--- config.mk ---
export PLATFORM = sky130hd
export DESIGN_NAME = ps2_host_cmd
export DESIGN_NICKNAME = d
export VERILOG_FILES = /design/src/rtl/ps2_host_cmd.sv
export SDC_FILE = /design/constraint.sdc
export NUM_CORES = 1
export LEC_CHECK = 0
export BUFFER_PORTS_ARGS = -buffer_cell sky130_fd_sc_hd__clkbuf_2
export CAP_MARGIN = 20
export CORE_UTILIZATION = 59
export CTS_BUF_LIST = sky130_fd_sc_hd__clkbuf_4 sky130_fd_sc_hd__clkbuf_8 sky130_fd_sc_hd__clkbuf_16
export CTS_CLUSTER_SIZE = 30
export DETAILED_ROUTE_END_ITERATION = 12
export GPL_TIMING_DRIVEN = 0
export PLACE_DENSITY = 0.89
export REMOVE_ABC_BUFFERS = 1
export SLEW_MARGIN = 20
export SYNTH_ARGS = -nofsm -noshare
export SYNTH_HDL_FRONTEND = slang
export SYNTH_SLANG_ARGS = --single-unit
--- constraint.sdc ---
create_clock -name clk -period 2.36 [get_ports clk]
set_input_delay 0.472 -clock clk [delete_from_list [all_inputs] [get_ports clk]]
set_output_delay 0.472 -clock clk [all_outputs]
set_load 0.005 [all_outputs]
--- src/rtl/ps2_host_cmd.sv ---
// PS/2 host-to-keyboard command sequencer: inhibit, clock out one byte with odd
// parity, check the device ACK, then wait for the 0xFA/0xFE response with resend.
module ps2_host_cmd #(
  parameter int INHIBIT_CYCLES = 10000,
  parameter int TX_TIMEOUT     = 1500000,
  parameter int RESP_TIMEOUT   = 2000000,
  parameter int MAX_RETRY      = 2
) (
  input  logic       clk,
  input  logic       rst,
  input  logic       cmd_valid,
  input  logic [7:0] cmd_byte,
  output logic       cmd_ready,
  input  logic       ps2_clk_in,
  input  logic       ps2_data_in,
  output logic       ps2_clk_oe,
  output logic       ps2_data_oe,
  input  logic       rx_valid,
  input  logic [7:0] rx_byte,
  output logic       rx_block,
  output logic       busy,
  output logic       done,
  output logic       err,
  output logic [1:0] err_code
);

  typedef enum logic [2:0] {
    S_IDLE, S_INHIBIT, S_TX, S_ACK, S_WAIT_RESP, S_DONE, S_FAIL
  } state_t;

  localparam logic [20:0] INH_LAST  = 21'(INHIBIT_CYCLES - 1);
  localparam logic [20:0] TX_LAST   = 21'(TX_TIMEOUT - 1);
  localparam logic [20:0] RESP_LAST = 21'(RESP_TIMEOUT - 1);
  localparam logic [3:0]  RETRY_MAX = 4'(MAX_RETRY);

  state_t      state, state_nx;
  logic [2:0]  clk_sync;
  logic [1:0]  data_sync;
  logic        fall;
  logic [20:0] tmr;
  logic [3:0]  edge_cnt;
  logic [3:0]  retry;
  logic [7:0]  tx_byte;
  logic        tx_par;
  logic        data_q;
  logic [1:0]  code_q, code_nx;
  logic        tmr_clr;

  assign fall = clk_sync[2] & ~clk_sync[1];

  always_comb begin
    state_nx = state;
    code_nx  = code_q;
    case (state)
      S_IDLE:    if (cmd_valid) state_nx = S_INHIBIT;
      S_INHIBIT: if (tmr == INH_LAST) state_nx = S_TX;
      S_TX: begin
        if (tmr == TX_LAST) begin
          state_nx = S_FAIL;
          code_nx  = 2'b01;
        end else if (fall && edge_cnt == 4'd9) begin
          state_nx = S_ACK;
        end
      end
      S_ACK: begin
        if (tmr == TX_LAST || (fall && data_sync[1])) begin
          state_nx = S_FAIL;
          code_nx  = 2'b01;
        end else if (fall) begin
          state_nx = S_WAIT_RESP;
        end
      end
      S_WAIT_RESP: begin
        if (rx_valid) begin
          if (rx_byte == 8'hFA) begin
            state_nx = S_DONE;
          end else if (rx_byte == 8'hFE && retry < RETRY_MAX) begin
            state_nx = S_INHIBIT;
          end else begin
            state_nx = S_FAIL;
            code_nx  = 2'b11;
          end
        end else if (tmr == RESP_LAST) begin
          state_nx = S_FAIL;
          code_nx  = 2'b10;
        end
      end
      default:   state_nx = S_IDLE;
    endcase
  end

  // ACK keeps running the TX timer: the limit spans the whole host transmission.
  assign tmr_clr = (state_nx != state) && !(state == S_TX && state_nx == S_ACK);

  always_ff @(posedge clk) begin
    if (rst) begin
      state     <= S_IDLE;
      clk_sync  <= '1;
      data_sync <= '1;
      tmr       <= '0;
      edge_cnt  <= '0;
      retry     <= '0;
      tx_byte   <= '0;
      tx_par    <= 1'b0;
      data_q    <= 1'b0;
      code_q    <= 2'b00;
    end else begin
      state     <= state_nx;
      code_q    <= code_nx;
      clk_sync  <= {clk_sync[1:0], ps2_clk_in};
      data_sync <= {data_sync[0], ps2_data_in};
      if (tmr_clr)              tmr <= '0;
      else if (state != S_IDLE) tmr <= tmr + 21'd1;
      case (state)
        S_IDLE: if (cmd_valid) begin
          tx_byte <= cmd_byte;
          tx_par  <= ~^cmd_byte;
          retry   <= '0;
        end
        S_INHIBIT: begin
          data_q   <= 1'b1;  // start bit, held into TX until the first edge
          edge_cnt <= '0;
        end
        S_TX: if (fall) begin
          edge_cnt <= edge_cnt + 4'd1;
          if (edge_cnt < 4'd8)       data_q <= ~tx_byte[edge_cnt[2:0]];
          else if (edge_cnt == 4'd8) data_q <= ~tx_par;
          else                       data_q <= 1'b0;
        end
        S_WAIT_RESP: if (state_nx == S_INHIBIT) retry <= retry + 4'd1;
        default: ;
      endcase
    end
  end

  assign cmd_ready   = (state == S_IDLE);
  assign busy        = (state != S_IDLE);
  assign rx_block    = (state == S_INHIBIT) || (state == S_TX) || (state == S_ACK);
  assign ps2_clk_oe  = (state == S_INHIBIT);
  assign ps2_data_oe = ((state == S_INHIBIT) && (tmr == INH_LAST)) ||
                       (((state == S_TX) || (state == S_ACK)) && data_q);
  assign done        = (state == S_DONE);
  assign err         = (state == S_FAIL);
  assign err_code    = code_q;

endmodule
# Word-level counts from Yosys, hierarchy flattened
# Cells that the tools add are included.
[classes] bitwise_logic=4 n_addsub=3 mux=29 n_reduce_logical=24 eq_ne=24 n_lt_le_gt_ge=3
[op_table] op="21-bit == test (second input constant)" n=2
[op_table] op="3-bit 2-to-1 mux" n=10
[op_table] op="21-bit by 1-bit adder with 21-bit output (second input constant)" n=1
[op_table] op="21-bit by 14-bit == test with 1-bit output (second input constant)" n=1
[op_table] op="8-bit == test (second input constant)" n=2
[op_table] op="4-bit case mux with 2 select lines" n=2
[op_table] op="3-bit case mux with 5 select lines" n=1
[op_table] op="2-bit 2-to-1 mux" n=6
[op_table] op="4-bit 2-to-1 mux" n=3
[op_table] op="2-bit != test (second input constant)" n=5
[op_table] op="3-bit by 2-bit == test with 1-bit output (second input constant)" n=3
[op_table] op="3-bit == test (second input constant)" n=3
[op_table] op="3-bit != test (second input constant)" n=3
[op_table] op="4-bit by 1-bit adder with 4-bit output (second input constant)" n=2
[op_table] op="4-bit == test (second input constant)" n=2
[op_table] op="8-bit XNOR reduction" n=1
[op_table] op="1-bit logical AND" n=7
[op_table] op="3-bit by 1-bit == test with 1-bit output (second input constant)" n=2
[op_table] op="2-bit case mux with 3 select lines" n=1
[op_table] op="6-bit AND reduction" n=1
[op_table] op="3-bit nonzero test" n=2
[op_table] op="1-bit logical OR" n=5
[op_table] op="3-bit by 4-bit less-than comparator with 1-bit output (second input constant)" n=1
[op_table] op="4-bit by 2-bit less-than comparator with 1-bit output (second input constant)" n=1
[op_table] op="other kinds (13)" n=20
[word_totals] ff_bits=49 out_inout_bits=9 wordCells=97 in_bits=22

# Depth between registers and ports, before layout
# Gate-level depths: netlist of run 1.
[logic_depth] depth_word=11 depth_mapped=10 ltp_nobuf=7

# Worst setup path before layout of run 1
# OpenSTA, ideal clock, no wires.
[synth_path] path_type="register to register" from="register state[0]" to="register tmr[0]" arrival_ps=1894 path_buffers=3 synth_period_minus_slack_ps=2009 required_time_ps=2245 path_stages_with_launch=10 path_slack_ps=351 cell_sequence="dfxtp_1 > buf_6 > or4b_1 > buf_2 > nand3_1 > o22ai_1 > o21ai_2 > mux2i_2 > buf_6 > o21ai_2"
[synth_between] elab_chain_cells=8 elab_cells_between_ends=21
[synth_rtl] item="start: declaration" line_no="36" rtl="state_t state, state_nx;"
[synth_rtl] item="start signal: assignment" line_no="108" rtl="state <= state_nx;"
[synth_rtl] item="3-bit 2-to-1 mux (on tied branches)" line_no="83, 61, 69"
[synth_rtl] item="3-bit 2-to-1 mux (on tied branches)" line_no="74, 58, 66"
[synth_rtl] item="3-bit case mux with 5 select lines" line_no="54" rtl="case (state)"
[synth_rtl] item="3-bit by 2-bit == test with 1-bit output" line_no="93" rtl="assign tmr_clr = (state_nx != state) && !(state == S_TX && state_nx == S_ACK);"
[synth_rtl] item="1-bit logical AND" line_no="93"
[synth_rtl] item="1-bit logical NOT" line_no="93"
[synth_rtl] item="1-bit logical AND" line_no="93"
[synth_rtl] item="2-bit OR reduction (no line)"
[synth_rtl] item="end signal: assignment" line_no="113" rtl="else if (state != S_IDLE) tmr <= tmr + 21'd1;"
[synth_rtl] item="end: declaration" line_no="40" rtl="logic [20:0] tmr;"
# Parallel ways exist; a longest one is shown, timed or not.
# A chain may end at the register's enable or synchronous reset.

# Worst setup path in the final report of run 1
[layout_path] from="register tmr[9]" to="output port ps2_data_oe"
[layout_between] elab_chain_cells=3
[layout_rtl] item="21-bit by 14-bit == test with 1-bit output" line_no="140" rtl="assign ps2_data_oe = ((state == S_INHIBIT) && (tmr == INH_LAST)) ||"
[layout_rtl] item="1-bit logical AND" line_no="140"
[layout_rtl] item="1-bit logical OR" line_no="140"
[layout_rtl] item="end: declaration" line_no="17" rtl="output logic ps2_data_oe,"
# No other way between the ends.

==> impl_results.md, run 1 <==
* Dominant synthesized flop cell: dfxtp_1
* Reg-to-reg endpoint: err_code[0]
* Layout fillers at 317
* Multi-input gate area at 1870 um^2
* DRT Pass-1 Iters at 5
* CP Max Fanout at 6
* Mapped Area at 2890 um^2
* Post-synth EDFFs at 0
* Crit path to: ps2_data_oe
* WP data arrival at 1.90 ns
* DRT iter0 DRCs at 431
* Cells after DPL at 428
* Leading cell type in the layout, fill and taps excluded: nand2_1
* TritonCTS clock tree: yes
* Number of port buffers at 30
* Initial Util at 61.2%
* Failing checks: setup timing
* Status: finished with violations
* R2r setup slk at 0.04 ns
* Max-Cap Viols at 0
* Die area at 5180 um^2
* Largest net degree at the start of global routing at 34
* Ant. Diodes at 0
* P_leak at 1.23 nW
* Horiz. Die Dim at 72.0 um
* Antenna violations before repair at 0
* Post-Synth Simple-Gate Area at 31.6%
* Detailed placement HPWL at 4.43 mm
* First-pass GRT wire length at 11.2 mm
* Clock latency at the later pin of the worst-skew pair at 0.32 ns
* Layout cells sized above 1 at 30.4%
* Vias in the first global route at 2379
* Worst hold path class: input pin to register
* Crit path kind: register to output port
* Clock group share of total power at 39.3%
* Sink Count at 49
* Cells after synthesis at 348
* Sequential share of power at 46.9%
* Setup violators final at 1
* H-Tree Depth at 2
* Pwr/cell area at 547 nW/um^2
* Setup clock skew after layout at 0.0132 ns
* Final hold vios at 0
* Synth Area in XOR/XNOR at 9.09%
* Main combinational cell family by area after synthesis: simple AND/OR/NAND/NOR gates
* VDD IR max at 274 uV
* Synth-to-Final Area Change at 16.8%
* Aggregate global routing overflow at 0
* Area leader, netlist: dfxtp_1
* RePlAce Congestion at 0.904
* Root Buffer: clkbuf_8
* Final Cycle Share at 101%
* Fraction of synthesized area in multiplexers at 3.12%
* Slew @ Worst Pin at 0.669 ns
* Reg2Reg Depth at 6
* RR Startpoint: tmr[13]
* Most frequent cells in the layout: 79 x nand2_1, 38 x dfxtp_1, 29 x clkbuf_2
* Critical Path RT at 1.89 ns
* Final wirelength at 7.53 mm
* Sw frac at 25.0%
* Startpoint Class: register
* FF+latch count, synth at 49
* Gr usage total at 27.7%
* Vias at 2784
* Psw at 461 uW
* Final core occ at 71.5%
* Setup WS post-layout at -0.0133 ns
* Synth Area in Adders at 2.17%
* Post-synth top area share at 34.0%
* Number of buffers on the longest clock path at 2
* CTS Buf Count at 5
* Synth top area cells: dfxtp_1 34%, nand2_1 10%, xnor2_1 6.7%, o21ai_2 6.4%, a21oi_1 2.8%
* Vias/cell at 6.26
* Slew Viols, Final at 0
* Core box area at 4720 um^2
* Sequential fraction of the synthesis area at 34.0%
* Synthesis Warnings at 0
* Final Instance Count excl. Fillers at 445
* Worst hold start: ps2_data_in
* Post-synth ARST share at 0%
* Worst Setup SP: tmr[9]
* Area fraction in compound gates after synthesis at 15.4%
* Rows at 25
* I/O pin cnt at 31
* WL per Instance at 16.9 um
* DRC Markers at 0
* Cell Int Power at 1.38 mW
* Final #Nets at 404
* Post-DRT Antenna Nets at 0
* Relative slew margins at 54.7%
* Number of library cell types mapped by synthesis at 61
* Comb pwr share at 13.9%
* Die Height at 72.0 um
* Critical Path End Type: output port
* Cts hold-fix bufs at 0
* Reg clk slew, reported paths at 0.09 ns
* Min cycle time layout at 2.37 ns
* Syn avg cell area at 8.30 um^2
* F_max at 0.421 GHz
* Area occupied by registers at 1000 um^2
==> flip-flops by register name, indices dropped and copies added (netlist names) <==
name       flops
tmr           21
tx_byte        8
edge_cnt       4
retry          4
clk_sync       3
state          3
data_sync      2
err_code       2
data_q         1
tx_par         1
==> worst min path at each step <==
stage	cells past startpoint	endpoint	slack, ns
2_1_floorplan	1	clk_sync[1]	0.39
3_3_place_gp	1	clk_sync[1]	0.39
3_5_place_dp	1	data_sync[1]	0.39
4_1_cts	2	data_sync[0]	0.33
5_1_grt	2	clk_sync[0]	0.34
6_report	2	data_sync[0]	0.34
==> power groups by stage <==
stage          logic [mW]  registers, mW  clock network, mW
3_5_place_dp        0.220          0.885                  0
3_3_place_gp        0.190          0.883                  0
5_1_grt             0.274          0.867              0.761
6_report            0.256          0.865              0.725
4_1_cts             0.246          0.864              0.730
2_1_floorplan       0.131          0.879                  0
==> cell families (layout without fill, tap and decap cells) <==
logic type,after synthesis,after routing
buffers and inverters,24,53
AO/OA/AOI/OAI,61,62
XOR/XNOR,30,30
flip-flops,49,49
adder cells (fa/ha/maj),5,5
AND/OR/NAND/NOR,173,173
multiplexers,6,6
==> metrics by stage <==
stage	worst slack [ns]	setup TNS, ns	cell area, um^2	total power [mW]	hold slack [ns]
finish	-0.0133	-0.0133	3380	1.85	0.336
global route	-0.0702	-0.0702	3380	1.90	0.335
CTS	-0.0282	-0.0282	3320	1.84	0.333
detailed placement	-0.478	-9.44	3080	1.10	0.394
global placement	-1.11	-21.86	3010	1.07	0.392
floorplan	-0.556	-10.60	2770	1.01	0.389
==> per-layer routing <==
metal	GRT usage [%]	up-vias	part of all wire (%)	wire length [um]
met5	0	-	0	0
met4	12.4	0	4.1	308
met3	5.42	37	7.8	584
met2	43.7	166	48	3590
met1	37.0	1293	40	3040
li1	-	1288	-	-
==> synthesized netlist by cell type (all sizes together), types with 2 or more instances <==
| library cell | number |
|---|---|
| and2 | 2 |
| o21bai | 2 |
| or3 | 3 |
| mux4 | 2 |
| nand4 | 12 |
| o22ai | 4 |
| xnor2 | 22 |
| nor3 | 10 |
| nand2b | 3 |
| clkbuf | 7 |
| buf | 11 |
| dfxtp | 49 |
| nor4b | 2 |
| nor4 | 4 |
| ha | 5 |
| mux2i | 3 |
| o21ai | 28 |
| nor3b | 4 |
| xor2 | 8 |
| and3 | 4 |
| nor2b | 2 |
| and4 | 5 |
| nor2 | 14 |
| or2 | 7 |
| inv | 5 |
| a21oi | 17 |
| nand3 | 12 |
| nand2 | 80 |
| and2b | 2 |
| nand4b | 2 |
==> area by class of cell <==
type                       instances  area share [%]
tap                               67            2.48
clock buffer                       5            2.04
multi-input combinational        276            55.4
clock inverter                     3            2.04
inverter                           5           0.630
sequential                        49            29.6
timing repair buffer              40            7.82
==> critical path, cell delays in order, from the launching register on <==
cell and delay [ns]:
dfxtp_1 0.46, and4bb_1 0.31, nand2_2 0.14, or3_4 0.42
a21oi_4 0.14, clkbuf_2 0.13
==> what timing repair did <==
action | 4_1_cts | 5_1_grt
gates cloned | 1 | 0
gates resized for setup | 15 | 12
pin swaps | 6 | 6
setup buffers | 5 | 3
endpoints found under the setup margin | 22 | 24
No activity file was read; power rests on OpenSTA's default activity.
==> run 2: changes to the inputs <==
CORE_ASPECT_RATIO = 0.8   (was not set)
==> run 2 against run 1 <==
- the flow now finishes without violations
- critical path depth is the same
- combinational power is essentially flat
- utilization grew 1.2 points
- power shrank 0.80%
- sequential cell count is the same
- count of clock-buffer cells in the layout is the same
- routed wire length shrank 5.7%
- worst setup slack gained 0.074 ns
- sequential share of layout area is essentially flat
- non-clock buffer count grew 2
==> impl_results.md, run 2 (synthesis gave the netlist of run 1 again) <==
* DRT Pass-1 Iters at 5
* DRT iter0 DRCs at 265
* Synth-to-Final Area Change at 17.0%
* Biggest regs: tmr: 21 flops, tx_byte: 8 flops
* Vias in the first global route at 2383
* Psw at 450 uW
* CP delay by family, top: simple AND/OR/NAND/NOR gates
* Post-route cell area at 3380 um^2
* H-Tree Depth at 2
* Final core occ at 72.7%
* Final Cycle Share at 97.4%
* Setup clock skew after layout at 0.00791 ns
* Number of buffers on the longest clock path at 2
* Post-route setup TNS at 0 ns
* WP data arrival at 1.83 ns
* Sw frac at 24.6%
* Final wirelength at 7.10 mm
* Ant. Diodes at 0
* Die area at 5180 um^2
* RSZ-0062 raised after global routing: yes
* Final Instance Count excl. Fillers at 440
* Antenna violations before repair at 0
* Number of port buffers at 30
* Startpoint Class: register
* Die Height at 64.6 um
* CTS Buf Count at 5
* I/O pin cnt at 31
* Cell Int Power at 1.38 mW
* Horiz. Die Dim at 80.2 um
* Cts hold-fix bufs at 0
* Min cycle time layout at 2.30 ns
* Largest Register: tmr
* F_max at 0.435 GHz
* Sequential share of power at 47.2%
* Aggregate global routing overflow at 0
* Reg clk slew, reported paths at 0.09 ns
* Comb pwr share at 14.0%
* Slowest cell on crit path: or3_4
* Critical Path End Type: output port
* WL per Instance at 16.1 um
* Status: completed
* Final #Nets at 406
* Critical Path RT at 1.89 ns
* Layout cells sized above 1 at 31.3%
* Worst stage delay on the critical path at 0.39 ns
* Slew Viols, Final at 0
* First-pass GRT wire length at 11.4 mm
* Vias at 2735
* Worst hold path class: input pin to register
* RePlAce Congestion at 0.852
* Setup violators final at 0
* DP Worst Slack at -0.573 ns
* Vias/cell at 6.22
* Post-DRT Antenna Nets at 0
* Pwr/cell area at 542 nW/um^2
* Clock latency at the later pin of the worst-skew pair at 0.31 ns
* Initial Util at 62.1%
* Max-Cap Viols at 0
* Sink Count at 49
* Core box area at 4650 um^2
* Gr usage total at 28.4%
* Placed Area at 3070 um^2
* TritonCTS clock tree: yes
* Buf/Inv on CP at 1
* Largest net degree at the start of global routing at 34
* Largest register FFs at 21
* Slew @ Worst Pin at 0.679 ns
* Clock group share of total power at 38.8%
* Final hold vios at 0
* Cells after DPL at 421
* Root Buffer: clkbuf_8
* Leading cell type in the layout, fill and taps excluded: nand2_1
* Total power at 1.83 mW
* Rows at 22
* CP Max Fanout at 5
* DRC Markers at 0
* VDD IR max at 295 uV
* Most frequent cells in the layout: 79 x nand2_1, 37 x dfxtp_1, 29 x clkbuf_2
* P_leak at 1.24 nW
* Detailed placement HPWL at 4.50 mm
* Crit path kind: register to output port
* Final hold slack at 0.343 ns
* Setup WS post-layout at 0.0610 ns
* Relative slew margins at 54.6%
* CP cell instances: nor4_4 -> nand4_1 -> or3_4 -> a21oi_2 -> buf_2
run 2: changes by cell type in the layout (fill, tap and decap cells not counted), sizes merged:
cell,change
inv,-1
buf,+3
clkbuf,-1
clkinv,+1
run 2: path summary, 6_finish.rpt:
check / from / to / slack (ns) / depth (start not counted)
max: tmr[11] / ps2_data_oe / 0.06 / 5
min: ps2_clk_in / clk_sync[0] / 0.34 / 2
max reg2reg: tmr[11] / tmr[20] / 0.07 / 9
min reg2reg: clk_sync[0] / clk_sync[1] / 0.42 / 1
run 2: cell type report:
cell class / instances / area [um^2]
multi-input cells: 276 / 1880
flip-flops and latches: 49 / 1000
fillers: 302 / 1270
well taps: 60 / 75.1
clock inverters: 3 / 65.1
inverters: 5 / 18.8
repair buffers: 42 / 277
clock buffers: 5 / 68.8
run 2: power groups by stage:
stage          clock, mW  sequential (mW)  combinational, mW
4_1_cts            0.712            0.865              0.245
2_1_floorplan          0            0.879              0.131
5_1_grt            0.755            0.867              0.276
3_5_place_dp           0            0.884              0.219
6_report           0.711            0.865              0.256
3_3_place_gp           0            0.883              0.189
run 2: routing by layer:
layer	GRT usage [%]	wire length, um
met3	5.63	570
met1	39.3	3090
met4	10.5	161
met5	0	0
met2	43.7	3280
run 2: timing repair:
action | in CTS | in global routing
gates cloned | 1 | 0
gates resized for setup | 7 | 21
setup buffers | 6 | 4
setup endpoints to repair | 22 | 23
pin swaps | 2 | 5
==> run 3: changes to the inputs <==
CORE_ASPECT_RATIO = 1.1   (was 0.8)
CORE_UTILIZATION = 63   (was 59)
PLACE_DENSITY = 0.94   (was 0.89)
clock period = 2.65 ns   (was 2.36 ns; I/O delays follow)
==> run 3 against run 2 <==
- cell count decreased by 2.7%
- clock power is 10% lower
- sequential share of layout area rose by 0.64 points
- register-to-register slack better by 0.04 ns
- hold slack better by 0.059 ns
- clock skew shrank 0.0017 ns
- critical endpoint is now tmr[10]
- largest cell class unchanged
- largest power group unchanged
==> impl_results.md, run 3 (synthesis gave the netlist of run 1 again) <==
* Relative slew margins at 23.7%
* Core box area at 4350 um^2
* Reg-to-reg endpoint: tmr[10]
* Worst stage delay on the critical path at 0.56 ns
* Final wirelength at 6.72 mm
* CP cell instances: or3_1 -> inv_2 -> and2_2 -> o22ai_1 -> o21ai_2 -> mux2i_4 -> buf_4 -> o21ai_2
* Initial Util at 66.4%
* Final Cycle Share at 95.8%
* RePlAce Congestion at 0.928
* Status: completed
* Leading cell type in the layout, fill and taps excluded: nand2_1
* Vias at 2636
* Most frequent cells in the layout: 80 x nand2_1, 45 x dfxtp_1, 30 x clkbuf_2
* WL per Instance at 15.7 um
* Placed Area at 3050 um^2
* Final #Nets at 400
* Layout cells sized above 1 at 26.2%
* Largest register FFs at 21
* RR Startpoint: state[0]
* Sink Count at 49
* Die area at 4860 um^2
* P_leak at 1.19 nW
* Pwr/cell area at 496 nW/um^2
* RSZ-0062 raised after global routing: no
* Slew Viols, Final at 0
* Hold path endpoint: clk_sync[0]
* Largest net degree at the start of global routing at 34
* Buf/Inv on CP at 2
* Crit path kind: register to register
* Slew @ Worst Pin at 1.13 ns
* Number of port buffers at 30
* TritonCTS clock tree: yes
* CP most frequent cell: o21ai_2
* Detailed placement HPWL at 4.63 mm
* Final core occ at 75.0%
* Critical Path RT at 2.85 ns
* Cts hold-fix bufs at 0
* Aggregate global routing overflow at 0
* Antenna violations before repair at 0
* Synth-to-Final Area Change at 12.8%
* WP data arrival at 2.74 ns
* Root Buffer: clkbuf_8
* Post-DRT Antenna Nets at 0
* Startpoint Class: register
* Slowest cell on crit path: or3_1
* Ant. Diodes at 0
* Post-route cell area at 3260 um^2
* Horiz. Die Dim at 66.6 um
* DRT Pass-1 Iters at 5
* Reg clk slew, reported paths at 0.09 ns
* R2r setup slk at 0.11 ns
* CP delay by family, top: simple AND/OR/NAND/NOR gates
* Max-Cap Viols at 0
* Vias/cell at 6.16
* Die Height at 73.0 um
* CTS Buf Count at 5
* Setup violators final at 0
* Largest Register: tmr
* F_max at 0.394 GHz
* Setup clock skew after layout at 0.00623 ns
* I/O pin cnt at 31
* Worst Hold Depth at 2
* Rows at 25
* DRT iter0 DRCs at 196
* Biggest regs: tmr: 21 flops, tx_byte: 8 flops
* First-pass GRT wire length at 11.1 mm
* Gr usage total at 29.6%
* Worst hold path class: input pin to register
* Number of buffers on the longest clock path at 2
* Vias in the first global route at 2503
* Final hold vios at 0
* Worst hold start: ps2_clk_in
* H-Tree Depth at 2
* Reg2Reg Depth at 8
* VDD IR max at 302 uV
* Clock latency at the later pin of the worst-skew pair at 0.31 ns
* Critical Path End Type: register
* DRC Markers at 0
* Min cycle time layout at 2.54 ns
* CP Max Fanout at 13
==> run 3: cell count changes in the layout (fill, tap and decap cells not counted), sizes merged <==
cell    delta
clkinv     -1
buf        -7
inv        +1
clkbuf     +1
==> run 3: how the worst max path moves through the flow <==
stage / end / start / cells past startpoint
global route: tmr[10] / state[0] / 8
global placement: tmr[20] / state[2] / 7
CTS: tmr[14] / rst / 7
floorplan: tmr[20] / state[2] / 7
detailed placement: tmr[14] / rst / 7
finish: tmr[10] / state[0] / 8
==> run 3: area by class of cell <==
type | instances | area (um^2)
Timing Repair Buffer | 36 | 219
Tap cell | 54 | 67.6
Multi-Input combinational cell | 276 | 1830
Clock inverter | 3 | 68.8
Fill cell | 298 | 1090
Clock buffer | 5 | 68.8
Inverter | 5 | 18.8
Sequential cell | 49 | 986
==> run 3: power by group <==
group          leakage (nW)  switching (mW)  internal [mW]
sequential            0.400          0.0147          0.756
clock                0.0687           0.260          0.380
combinational         0.726           0.122         0.0853
total                  1.19           0.397           1.22
==> run 3: per-layer routing <==
layer / up-vias / routed length (um) / global-route usage [%]
li1: 1279 / - / -
met1: 1243 / 2660 / 32.6
met2: 95 / 3540 / 54.4
met3: 19 / 374 / 5.94
met4: 0 / 145 / 12.1
met5: - / 0 / 0
==> run 3: timing repair <==
item                       CTS  global route
setup endpoints to repair   21            22
gates cloned                 0             1
pin swaps                    0             3
gates resized for setup      0             6
setup buffers                2             2
==> run 3: metrics by stage <==
step / setup slack [ns] / cells / TNS (ns) / hold WS [ns] / total power, mW
5_1_grt: 0.00621 / 428 / 0 / 0.396 / 1.68
3_5_place_dp: -0.226 / 415 / -4.21 / 0.393 / 0.976
6_report: 0.111 / 428 / 0 / 0.402 / 1.62
2_1_floorplan: -0.266 / 329 / -4.51 / 0.389 / 0.900
3_3_place_gp: -0.808 / 413 / -15.66 / 0.396 / 0.954
4_1_cts: 0.0706 / 425 / 0 / 0.400 / 1.61
